<file path="src/rtl/pipe_alu_gen.sv">
// pipe_alu_gen: three-stage ALU pipeline (operand read/forward, execute, write back)
// feeding a resettable register bank and a non-reset data memory.
module pipe_alu_gen #(
    parameter int DATA_W = 16,
    parameter int REG_AW = 4,
    parameter int MEM_AW = 8
) (
    input  logic              clk,
    input  logic              rst_n,
    input  logic              in_valid,
    output logic              in_ready,
    input  logic              hold,
    input  logic [REG_AW-1:0] rs1,
    input  logic [REG_AW-1:0] rs2,
    input  logic [REG_AW-1:0] rd,
    input  logic [3:0]        func,
    input  logic [MEM_AW-1:0] addr,
    output logic [DATA_W-1:0] z,
    output logic              z_valid,
    input  logic [REG_AW-1:0] dbg_raddr,
    output logic [DATA_W-1:0] dbg_rdata,
    input  logic [MEM_AW-1:0] mem_raddr,
    output logic [DATA_W-1:0] mem_rdata
);
    localparam int REG_N = 2 ** REG_AW;
    localparam int MEM_N = 2 ** MEM_AW;

    typedef enum logic [3:0] {
        OP_ADD, OP_SUB, OP_MUL, OP_PASS_A, OP_PASS_B, OP_AND,
        OP_OR, OP_XOR, OP_NEG_A, OP_NEG_B, OP_SHR_A, OP_SHL_A
    } alu_op_e;

    logic [DATA_W-1:0] regbank [REG_N];
    logic [DATA_W-1:0] mem     [MEM_N];

    logic              s1_valid;
    logic [DATA_W-1:0] s1_a, s1_b;
    logic [REG_AW-1:0] s1_rd;
    logic [3:0]        s1_func;
    logic [MEM_AW-1:0] s1_addr;
    logic [REG_AW-1:0] s2_rd;
    logic [MEM_AW-1:0] s2_addr;

    logic [DATA_W-1:0] alu_res;
    logic [DATA_W-1:0] opa, opb;
    logic              accept;
    logic              wr_en;

    assign in_ready = ~hold;
    assign accept   = in_valid & ~hold;
    assign wr_en    = z_valid & ~hold;

    always_comb begin
        // NOTE: default assigned first so every path drives alu_res; no latch is inferred.
        alu_res = '0;
        case (s1_func)
            OP_ADD:    alu_res = s1_a + s1_b;
            OP_SUB:    alu_res = s1_a - s1_b;
            OP_MUL:    alu_res = s1_a * s1_b;
            OP_PASS_A: alu_res = s1_a;
            OP_PASS_B: alu_res = s1_b;
            OP_AND:    alu_res = s1_a & s1_b;
            OP_OR:     alu_res = s1_a | s1_b;
            OP_XOR:    alu_res = s1_a ^ s1_b;
            OP_NEG_A:  alu_res = -s1_a;
            OP_NEG_B:  alu_res = -s1_b;
            OP_SHR_A:  alu_res = s1_a >> 1;
            OP_SHL_A:  alu_res = s1_a << 1;
            default:   alu_res = '0;
        endcase
    end

    // Youngest producer wins: the instruction in S1 shadows the one in S2, which shadows the bank.
    always_comb begin
        if (s1_valid && s1_rd == rs1)     opa = alu_res;
        else if (z_valid && s2_rd == rs1) opa = z;
        else                              opa = regbank[rs1];
    end

    always_comb begin
        if (s1_valid && s1_rd == rs2)     opb = alu_res;
        else if (z_valid && s2_rd == rs2) opb = z;
        else                              opb = regbank[rs2];
    end

    // NOTE: all clocked state uses non-blocking assignments so stages read pre-edge values.
    always_ff @(posedge clk or negedge rst_n) begin
        if (!rst_n) begin
            s1_valid <= 1'b0;
            s1_a     <= '0;
            s1_b     <= '0;
            s1_rd    <= '0;
            s1_func  <= '0;
            s1_addr  <= '0;
        end else if (!hold) begin
            s1_valid <= in_valid;
            if (accept) begin
                s1_a    <= opa;
                s1_b    <= opb;
                s1_rd   <= rd;
                s1_func <= func;
                s1_addr <= addr;
            end
        end
    end

    always_ff @(posedge clk or negedge rst_n) begin
        if (!rst_n) begin
            z       <= '0;
            z_valid <= 1'b0;
            s2_rd   <= '0;
            s2_addr <= '0;
        end else if (!hold) begin
            z       <= alu_res;
            z_valid <= s1_valid;
            s2_rd   <= s1_rd;
            s2_addr <= s1_addr;
        end
    end

    // NOTE: the register bank resets to its index; the data memory has no reset so it can map to RAM.
    always_ff @(posedge clk or negedge rst_n) begin
        if (!rst_n) begin
            for (int k = 0; k < REG_N; k++) regbank[k] <= DATA_W'(k);
        end else if (wr_en) begin
            regbank[s2_rd] <= z;
        end
    end

    always_ff @(posedge clk) begin
        if (wr_en) mem[s2_addr] <= z;
    end

    assign dbg_rdata = regbank[dbg_raddr];
    assign mem_rdata = mem[mem_raddr];

endmodule
</file>
<file path="config.mk">
export PLATFORM = sky130hd
export DESIGN_NAME = pipe_alu_gen
export DESIGN_NICKNAME = d
export VERILOG_FILES = /design/src/rtl/pipe_alu_gen.sv
export SDC_FILE = /design/constraint.sdc
export NUM_CORES = 2
export LEC_CHECK = 0
export BUFFER_PORTS_ARGS = -buffer_cell sky130_fd_sc_hd__buf_2
export CAP_MARGIN = 15
export CORE_UTILIZATION = 29
export CTS_CLUSTER_DIAMETER = 80
export DETAILED_ROUTE_END_ITERATION = 12
export GPL_ROUTABILITY_DRIVEN = 0
export PLACE_DENSITY_LB_ADDON = 0.3
export SETUP_SLACK_MARGIN = 0.1
export SYNTH_ARGS = -nofsm -noshare
export SYNTH_HDL_FRONTEND = slang
export SYNTH_SLANG_ARGS = --single-unit
</file>
<file path="constraint.sdc">
create_clock -name clk -period 12.9 [get_ports clk]
set_clock_uncertainty 0.15 [all_clocks]
set_input_delay 2.58 -clock clk [delete_from_list [all_inputs] [get_ports clk]]
set_output_delay 2.58 -clock clk [all_outputs]
set_load 0.05 [all_outputs]
</file>
==> results.toml <==
[status]
status = "finished, final reports clean"

[layout]
area_growth_pct = 15.2
layout.cells.non_filler = 17455
fin_nets = 8972
final.fill_count = 58084
drive_above_1_share_pct = 35.2
final_common_cell = "edfxtp_1"
mostFrequentLayoutCells = "4096 x edfxtp_1, 1584 x mux4_2, 454 x clkbuf_16"
multi_input_area_sq_mm = 0.0485
seqCellArea_sq_mm = 0.131

[logic_synthesis]
ys.warnings.count = 0
synth_flop_cell = "edfxtp_1"
synth_edf_count = 4096
netlist_instances = 8329
ys_seq_elements = 4430
synth_nets = 8548
async_flop_share_pct = 7.54
synth_cell_types = 63
syn-mean-instance-area_sq_um = 21.8
syn-cell-area_sq_mm = 0.182
ys_seq_area_share_pct = 72.2

[timing]
rsz0062_at_grt = "no"
finalSetupViolations = 0
fin_setup_tns_ns = 0
hold_viol_final = 0
period_share_pct = 77.0
slew_headroom_pct = 2.57
final.min_clock_period_ns = 9.93
slew_violations = 0
setup_ws_ns = 2.97
worst_slew_pin_slew_ns = 1.46
max_freq_mhz = 101

[worst_hold_path]
hp-class = "flop to flop"

[clocking]
root_buffer = "clkbuf_16"
clk_pin_slew_worst_paths_ns = 0.06
ctsResizeCount = 0
cts.hold.buffers_added = 0
cts.sinks = 4430
clk_latency_ns = 0.98
numCtsBuffers = 451
cts_setup_buffers = 0
cts_htree_levels = 5
cts_tree = "done"
clockBufferDepth = 4

[setup_path]
r2r_setup_slack_ns = 5.70
max_stage_delay_ns = 0.75
crit_path_max_fanout = 69
r2r-end = "z[15]"
cp-startpoint = "mem_raddr[0]"
crit_end = "mem_rdata[12]"
arrival_ns = 7.20
path_cells = "buf_12 -> buf_4 -> mux4_2 -> mux4_2 -> mux4_2 -> a22oi_1 -> nand2_1 -> buf_2"
setup.worst_path.start_class = "input port"
cpMostUsedCell = "mux4_2"
ff2ff_path_depth = 19
cp_data_required_time_ns = 10.17
crit_slowest_cell = "a22oi_1"
worstReg2RegStart = "s1_b[1]"
worstSetupEndpointType = "output port"
crit_type = "input port to output port"

[place]
io_buffer_count = 89
dp.cells = 16622
dpl_worst_slack_ns = 2.81
dp_hpwl_mm = 312

[die]
initial_core_util_pct = 29.1
die_area_sq_mm = 0.631
ios = 90
fp-row-count = 290
core-area_sq_mm = 0.624
fp.dieH_um = 794
die-width_um = 794

[routing]
antenna_left = 0
first_pass_iters = 6
wl_per_cell_um = 30.7
drt_iter0_drc = 11397
drc = 0
wirelength_mm = 536
viasPerCell = 5.19
vias = 90584

[global_route]
grt_max_degree = 193
globalRoute.totalOverflow = 0
grt_pass1_wl_mm = 745
grt_use_total_pct = 16.6
grt_pass1_vias = 92739
antenna_found_initial = 40

[pwr]
power_density_mw_per_mm2 = 174
ir_drop_mv = 0.132
total_leakage_power_nw = 67.4

[flow_run]
cap_violations = 0
## registers in the layout, indices dropped and copies added, names as in the netlist
register  count
mem        4096
s1_valid      1
regbank     256
s1_b         16
z            16
s1_a         16
s1_func       4
s2_addr       8
s1_addr       8
s1_rd         4
z_valid       1
s2_rd         4
## report_power, final
| group | total (mW) | internal, mW | leakage (nW) | switching (mW) |
|---|---|---|---|---|
| registers | 18.1 | 17.5 | 42.1 | 0.648 |
| clock network | 12.9 | 7.34 | 7.09 | 5.60 |
| logic | 5.51 | 1.79 | 18.2 | 3.72 |
| total | 36.6 | 26.6 | 67.4 | 9.97 |
## layout make-up
class | instances | area share, %
Sequential cell | 4430 | 62.7
Multi-Input combinational cell | 3208 | 23.2
Clock buffer | 542 | 5.64
Tap cell | 8322 | 4.97
Timing Repair Buffer | 504 | 1.94
Clock inverter | 279 | 1.27
Inverter | 158 | 0.283
Antenna cell | 12 | 0.0143
## worst min path at each step
stage | from | endpoint | slack [ns] | depth (start not counted)
finish | s1_addr[2] | s1_addr[2] | 0.33 | 2
CTS | s1_addr[2] | s1_addr[2] | 0.34 | 2
global route | s1_addr[7] | s1_addr[7] | 0.36 | 2
floorplan | s1_addr[0] | s1_addr[0] | 0.29 | 2
detailed placement | s1_addr[2] | s1_addr[2] | 0.32 | 2
global placement | s1_addr[1] | s1_addr[1] | 0.31 | 2
## stage by stage
step / utilization, % / power, mW / hold slack [ns] / instance area, sq um
final: 33.6 / 36.6 / 0.332 / 210000
after global routing: 33.6 / 37.7 / 0.361 / 210000
after CTS: 33.6 / 36.8 / 0.335 / 210000
after detailed placement: 31.2 / 23.9 / 0.321 / 195000
after global placement: 31.2 / 23.7 / 0.314 / 195000
after floorplan: - / 21.8 / 0.292 / 182000
## cells in the mapped netlist (all sizes together) (32+ instances only)
cell type	count	area share, %
buf	196	0.49
nand3	37	0.10
inv	147	0.30
nor3	33	0.091
a21oi	58	0.16
fa	81	0.89
o21ai	73	0.20
mux2	274	1.7
mux4	1584	20
dfrtp	302	4.2
ha	98	0.67
dfstp	32	0.46
a22oi	44	0.18
xnor2	70	0.34
clkbuf	337	0.70
nand2	218	0.45
edfxtp	4096	68
nor2	383	0.79
## metal layers
metal	part of all wire [%]	GRT usage [%]	up-vias
met2	48	26.8	3938
li1	-	-	35720
met4	2.8	4.41	14
met1	42	23.3	50142
met5	0.018	0	-
met3	7.5	2.67	770
## critical path, delay by kind of cell
family	cells	cell delay (ns)
compound gates	1	0.75
mux	3	1.81
simple gates	1	0.31
buf+inv	3	1.53
## kinds of logic after synthesis
group | count (synthesis) | synth area share [%]
AOI/OAI and AO/OA | 289 | 1.04
adders and majority gates | 179 | 1.57
and+or+nand+nor | 758 | 1.74
xor gates and xnor gates | 94 | 0.452
DFF | 4430 | 72.2
muxes | 1888 | 21.5
buffers and inverters | 691 | 1.52
(Power assumes the default switching activity.)
